--- config.mk ---
export PLATFORM = sky130hd
export DESIGN_NAME = seq_shifter
export DESIGN_NICKNAME = d
export VERILOG_FILES = /design/src/rtl/seq_shifter.sv
export SDC_FILE = /design/constraint.sdc
export NUM_CORES = 1
export LEC_CHECK = 0
export CORE_MARGIN = 8
export CORE_UTILIZATION = 35
export DETAILED_ROUTE_END_ITERATION = 8
export DONT_BUFFER_PORTS = 1
export GPL_ROUTABILITY_DRIVEN = 0
export PLACE_DENSITY = 0.53
export SLEW_MARGIN = 20
export SYNTH_ARGS = -nofsm -noshare
export SYNTH_HDL_FRONTEND = slang
export SYNTH_SLANG_ARGS = --single-unit
--- constraint.sdc ---
create_clock -name clk -period 4.85 [get_ports clk]
set_input_delay 0.2425 -clock clk [delete_from_list [all_inputs] [get_ports clk]]
set_output_delay 0.2425 -clock clk [all_outputs]
set_load 0.1 [all_outputs]
--- src/rtl/seq_shifter.sv ---
// Multi-cycle shifter: captures an operand on start, shifts one bit per clock,
// then pulses done with the result and the last bit shifted out.
module seq_shifter #(
    parameter int W  = 16,
    parameter int AW = 4
) (
    input  logic          clk,
    input  logic          reset,
    input  logic          start,
    input  logic [W-1:0]  in,
    input  logic [1:0]    op,
    input  logic [AW-1:0] amt,
    output logic          busy,
    output logic          done,
    output logic [W-1:0]  sout,
    output logic          carry
);

    typedef enum logic [1:0] {
        IDLE  = 2'd0,
        SHIFT = 2'd1,
        DONE  = 2'd2
    } state_t;

    typedef enum logic [1:0] {
        OP_LSL = 2'b00,
        OP_LSR = 2'b01,
        OP_ASR = 2'b10,
        OP_ROR = 2'b11
    } op_t;

    state_t        state;
    op_t           opl;
    logic [AW-1:0] count;
    logic [W-1:0]  stepsout;
    logic          stepcarry;

    // One-bit step of the working register for the latched operation
    always_comb begin
        stepsout  = sout;
        stepcarry = sout[0];
        case (opl)
            OP_LSL: begin
                stepcarry = sout[W-1];
                stepsout  = {sout[W-2:0], 1'b0};
            end
            OP_LSR: stepsout = {1'b0, sout[W-1:1]};
            OP_ASR: stepsout = {sout[W-1], sout[W-1:1]};
            OP_ROR: stepsout = {sout[0], sout[W-1:1]};
        endcase
    end

    always_ff @(posedge clk) begin
        if (reset) begin
            state <= IDLE;
            opl   <= OP_LSL;
            count <= '0;
            busy  <= 1'b0;
            done  <= 1'b0;
            sout  <= '0;
            carry <= 1'b0;
        end else begin
            case (state)
                IDLE: begin
                    if (start) begin
                        sout  <= in;
                        count <= amt;
                        opl   <= op_t'(op);
                        carry <= 1'b0;
                        busy  <= 1'b1;
                        state <= SHIFT;
                    end
                end
                SHIFT: begin
                    if (count != '0) begin
                        sout  <= stepsout;
                        carry <= stepcarry;
                        count <= count - 1'b1;
                    end else begin
                        done  <= 1'b1;
                        state <= DONE;
                    end
                end
                DONE: begin
                    // Result stays on sout/carry while idle until the next start
                    done  <= 1'b0;
                    busy  <= 1'b0;
                    state <= IDLE;
                end
                default: begin
                    done  <= 1'b0;
                    busy  <= 1'b0;
                    state <= IDLE;
                end
            endcase
        end
    end

endmodule

==> flow_summary.json, run 1 <==
{
  "count_of_yosys_warnings_during_synthesis": 0,
  "cts-root-buf": "clkbuf_8",
  "seq_area_frac_synth_pct": 37.08,
  "pin_count": 44,
  "timing.critical_path.to_type": "flip-flop",
  "via_count_of_the_first_global_routing_pass": 1190,
  "cts_max_level": 1,
  "grt_setup_unrepaired": "no",
  "placed_cell_area_mm2": 0.001451,
  "finalClockSkew_ns": 0.003582,
  "combinationalPowerShare_pct": 23.3,
  "layout.cells.most_common_list": "27 x dfxtp_1, 24 x nor2_1, 20 x nand2_1",
  "grt_overflow": 0,
  "tightest_slew_ns": 1.126,
  "clock_sink_count": 27,
  "final_antenna_net_count": 0,
  "cts.clk_slew.worst_paths_ns": 0.09,
  "routed_wire_length_per_instance_um": 17.01,
  "drt_first_iter_violations": 67,
  "synthCells": 170,
  "drt_pass1_iterations": 4,
  "die_area_mm2": 0.006486,
  "postRouteWirelength_um": 3641,
  "max-clock-path-buffers": 2,
  "share_of_the_clock_period_used_by_the_worst_path_pct": 40.48,
  "final_common_cell": "dfxtp_1",
  "critPathRequiredTime_ns": 5.07,
  "post_cts_resize_count": 0,
  "timing.critical_path.arrival_ns": 2.18,
  "static-leakage-power_nw": 0.6076,
  "grt_max_degree": 36,
  "clkPwrFrac_pct": 16.4,
  "cts_tree": "yes",
  "nets": 191,
  "finalHoldViolCount": 0,
  "synth_top_cell_area_share_pct": 37.08,
  "fp.dieH_um": 80.54,
  "synth_compound_area_share_pct": 23.95,
  "synth.ff_latch_count": 27,
  "area_delta_synth_final_pct": 4.120,
  "number_of_max_cap_violations": 0,
  "ff2ff_path_depth": 6,
  "die_w_um": 80.54,
  "synth_top_family_by_area": "compound AO/OA/AOI/OAI gates",
  "power.internal_mw": 0.3984,
  "finalMaxSlewViolations": 0,
  "fill_cells": 412,
  "peak_supply_drop_uv": 329.8,
  "post_synth.cell_area_avg_um2": 8.574,
  "num_rows": 23,
  "dp_hpwl_um": 2510,
  "numPortBuffers": 0,
  "p_sw_share_pct": 50.21,
  "grt_antenna_before_repair": 0,
  "post_synth_instance_area_mm2": 0.001458,
  "timing_worst_setup_path_type": "reg2reg",
  "outcome": "finished, final reports clean",
  "yosys-mux-area-fraction_pct": 12.53,
  "grtUsageTotal_pct": 11.00,
  "netlist.top_cell.by_area": "dfxtp_1",
  "final_design_area_no_fill_mm2": 0.001518,
  "synth_nets": 196,
  "drc": 0,
  "worstSetupStartpointType": "flip-flop",
  "later_pin_clock_latency_in_the_skew_report_ns": 0.28,
  "grt_pass1_wl_um": 5699,
  "cts_inserted_buffers": 3,
  "sequentialPowerShare_pct": 60.3,
  "yosysUniqueCellTypes": 34,
  "synth_area_leaders": "dfxtp_1 37%, mux2i_1 11%, a211o_1 8.4%",
  "routed_via_density": 5.449,
  "vias": 1166,
  "core-area_mm2": 0.004000,
  "setup_viol_count_final": 0,
  "tns_ns": 0,
  "power.switching_mw": 0.4019,
  "cellPowerDensity_mw_per_mm2": 527.3,
  "crit_fanout": 35,
  "synth_simple_gate_area_share_pct": 19.40,
  "num_antenna_cells": 0,
  "hold_class": "in2reg",
  "synth_fa_ha_area_share_pct": 0.8584,
  "slew-limit-headroom_pct": 24.86,
  "achievable-frequency_ghz": 0.5094,
  "min_delay_path_depth": 1,
  "min_period_ns": 1.963,
  "fraction_of_layout_cells_with_a_size_suffix_above_1_pct": 12.20,
  "start_util_pct": 36.44,
  "synth_xor_area_share_pct": 0
}
==> state kept, by name, summed over array words and instances (netlist names) <==
| name | flops |
|---|---|
| sout | 16 |
| count | 4 |
| state | 2 |
| carry | 1 |
| busy | 1 |
| opl | 2 |
| done | 1 |
==> layer usage <==
metal / vias to the layer above / part of all wire, % / GRT usage, %
met5: - / 0 / 0
met1: 547 / 43 / 11.67
met4: 0 / 0.82 / 3.455
met3: 4 / 9.6 / 6.027
met2: 31 / 46 / 18.12
li1: 584 / - / -
==> cell families (layout without fill, tap and decap cells) <==
logic type	after synthesis	after routing
muxes	18	18
adders and majority gates	1	1
and+or+nand+nor	61	61
buffers and inverters	16	10
DFF	27	27
AOI/OAI and AO/OA	47	47
==> worst max-delay path: stages, from the launching register on <==
cell and delay [ns]:
dfxtp_1 0.35, inv_1 0.06, ha_1 0.22, and4bb_4 0.22, or2_2 0.55, a311o_1 0.36
a21oi_1 0.13
==> path summary, 6_finish.rpt <==
| path | startpoint | slack (ns) | to |
|---|---|---|---|
| hold reg to reg | count[1] | 0.47 | count[1] |
| setup / recovery | count[0] | 2.89 | sout[15] |
| hold / removal | reset | 0.02 | sout[15] |
| setup reg to reg | count[0] | 2.89 | sout[15] |
==> stage by stage <==
stage	worst slack (ns)	std cells	power [mW]	hold slack, ns	utilization, %
3_5_place_dp	2.695	208	0.6721	0.3157	36.28
6_report	2.887	214	0.8003	0.02214	37.94
4_1_cts	2.651	212	0.8062	0.009085	37.44
3_3_place_gp	2.800	208	0.6639	0.3128	36.28
2_1_floorplan	3.174	170	0.6469	0.3897	-
5_1_grt	2.780	214	0.8443	0.001598	37.94
==> layout make-up <==
cell class	count	area (µm²)	area share, %
sequential	27	540.5	35.61
timing repair buffer	3	27.53	1.814
multi-input combinational	127	829.5	54.66
tap	50	62.56	4.122
inverter	3	11.26	0.7420
clock inverter	1	5.005	0.3298
clock buffer	3	41.29	2.721
==> cell usage after synthesis, drive strengths merged <==
cell type	number
a211o	14
a211oi	1
a21oi	22
a221oi	1
a311o	1
and2	2
and4bb	1
buf	10
clkbuf	3
dfxtp	27
ha	1
inv	3
mux2	2
mux2i	16
nand2	20
nand2b	2
nand3	2
nor2	25
nor2b	2
nor3	3
nor3b	2
o211ai	1
o21ai	3
o21bai	2
o22ai	1
o41ai	1
or2	1
or3	1
==> power groups by stage <==
stage | registers (mW) | logic [mW] | clock network, mW
4_1_cts | 0.484 | 0.184 | 0.138
5_1_grt | 0.489 | 0.208 | 0.146
2_1_floorplan | 0.471 | 0.176 | 0
3_3_place_gp | 0.487 | 0.177 | 0
6_report | 0.483 | 0.186 | 0.131
3_5_place_dp | 0.489 | 0.183 | 0
==> what timing repair did <==
action / 4_1_cts / 5_1_grt
hold endpoints to repair: 0 / 9
hold buffers: 0 / 2
setup buffers: 0 / 0
Note: power is estimated with default switching activity, not from simulation.
==> run 2, diff against run 1 <==
- clock period: 4.85 -> 2.03 ns (I/O delays scaled with it)
==> flow_summary.json, run 2 (same netlist as run 1, synthesis figures left out) <==
{
  "finalClockSkew_ns": 0.009101,
  "clock_sink_count": 27,
  "totalPowerFinal_mw": 2.037,
  "finalHoldViolCount": 0,
  "cts-root-buf": "clkbuf_8",
  "dpl_worst_slack_ns": 0.2769,
  "cellPowerDensity_mw_per_mm2": 1195,
  "cts.clk_slew.worst_paths_ns": 0.10,
  "crit_fanout": 21,
  "cts.repair_timing.setup_buffer_count": 0,
  "max_flop_register": "sout",
  "die_area_mm2": 0.006486,
  "worstSetupStartpointType": "flip-flop",
  "slew-limit-headroom_pct": 61.03,
  "routed_via_density": 5.338,
  "cts_inserted_buffers": 3,
  "share_of_the_clock_period_used_by_the_worst_path_pct": 87.41,
  "nets": 214,
  "chain_of_cells_forming_the_critical_path": "inv_1 > ha_1 > and4bb_4 > or2_1 > buf_4 > a211o_1 > a21oi_2",
  "outcome": "finished, final reports clean",
  "drt_pass1_iterations": 5,
  "fin_worst_hold_slack_ns": 0.02629,
  "critPathRequiredTime_ns": 2.25,
  "drc": 0,
  "area_delta_synth_final_pct": 17.00,
  "crit_path_leading_delay_family": "simple AND/OR/NAND/NOR gates",
  "numPortBuffers": 0,
  "largest_register_ffs": 16,
  "setup_viol_count_final": 0,
  "grtUsageTotal_pct": 11.91,
  "largest_registers": "sout x16, count x4",
  "finalMaxSlewViolations": 0,
  "post_cts_resize_count": 0,
  "timing.critical_path.to_type": "flip-flop",
  "hold_class": "in2reg",
  "critPathMaxStageDelay_ns": 0.36,
  "static-leakage-power_nw": 0.7272,
  "core-area_mm2": 0.004000,
  "grt_antenna_before_repair": 0,
  "grt_max_degree": 28,
  "min_period_ns": 1.774,
  "start_util_pct": 36.44,
  "cp_num_buf_inv": 2,
  "timing.critical_path.arrival_ns": 2.00,
  "drt_first_iter_violations": 113,
  "tns_ns": 0,
  "cts_max_level": 1,
  "vias": 1265,
  "routed_wire_length_per_instance_um": 16.08,
  "postRouteWirelength_um": 3811,
  "die_w_um": 80.54,
  "fp.dieH_um": 80.54,
  "timing_worst_setup_path_type": "reg2reg",
  "layout.cells.most_common_list": "27 x dfxtp_1, 24 x nor2_1, 23 x buf_4",
  "final_antenna_net_count": 0,
  "max-clock-path-buffers": 2,
  "grt_overflow": 0,
  "worst_slack_ns": 0.2556,
  "later_pin_clock_latency_in_the_skew_report_ns": 0.28,
  "final_common_cell": "dfxtp_1",
  "grt_setup_unrepaired": "no",
  "num_rows": 23,
  "fraction_of_layout_cells_with_a_size_suffix_above_1_pct": 22.46,
  "achievable-frequency_ghz": 0.5636,
  "number_of_max_cap_violations": 0,
  "crit_slowest_cell": "dfxtp_1",
  "tightest_slew_ns": 0.5832,
  "peak_supply_drop_uv": 624.8,
  "cts_tree": "yes",
  "num_antenna_cells": 0,
  "dp_hpwl_um": 2768,
  "via_count_of_the_first_global_routing_pass": 1296,
  "pin_count": 44,
  "grt_pass1_wl_um": 6244
}
## run 2: area by class of cell
class                   instances  area [µm²]
fillers                       391        2295
repair buffers                 26       212.7
inverters                       3       11.26
flip-flops and latches         27       540.5
well taps                      50       62.56
clock buffers                   3       41.29
clock inverters                 1       7.507
multi-input cells             127       829.5
## run 2: timing repair
item,CTS,global route
endpoints found under the hold margin,27,0
setup endpoints to repair,0,0
hold buffers,3,0
## run 2: worst paths after layout
path,startpoint,to,slack (ns),depth (start not counted)
max,count[0],sout[6],0.26,7
min,start,busy,0.03,2
max reg2reg,count[0],sout[6],0.26,7
min reg2reg,count[1],count[1],0.48,2
## run 2: through the flow
step | utilization (%) | area [µm²] | instances
6_report | 42.63 | 1705 | 237
5_1_grt | 42.63 | 1705 | 237
4_1_cts | 42.63 | 1705 | 237
3_5_place_dp | 40.41 | 1617 | 230
3_3_place_gp | 40.41 | 1617 | 230
2_1_floorplan | - | 1458 | 170
## run 2: metal layers
metal  up-vias  part of all wire (%)  global-route usage, %  wire, µm
met4         0                  0.60                  2.727        23
met5         -                     0                      0         0
met1       596                    44                  13.94      1692
met3         2                   7.9                  5.022       302
li1        632                     -                      -         -
met2        35                    47                  19.57      1792
## run 2: power by group
| part | switching (mW) | leakage, nW | internal [mW] | total [mW] |
|---|---|---|---|---|
| clock | 0.183 | 0.0217 | 0.140 | 0.323 |
| combinational | 0.722 | 0.483 | 0.290 | 1.01 |
| sequential | 0.0886 | 0.223 | 0.614 | 0.702 |
| total | 0.994 | 0.727 | 1.04 | 2.04 |
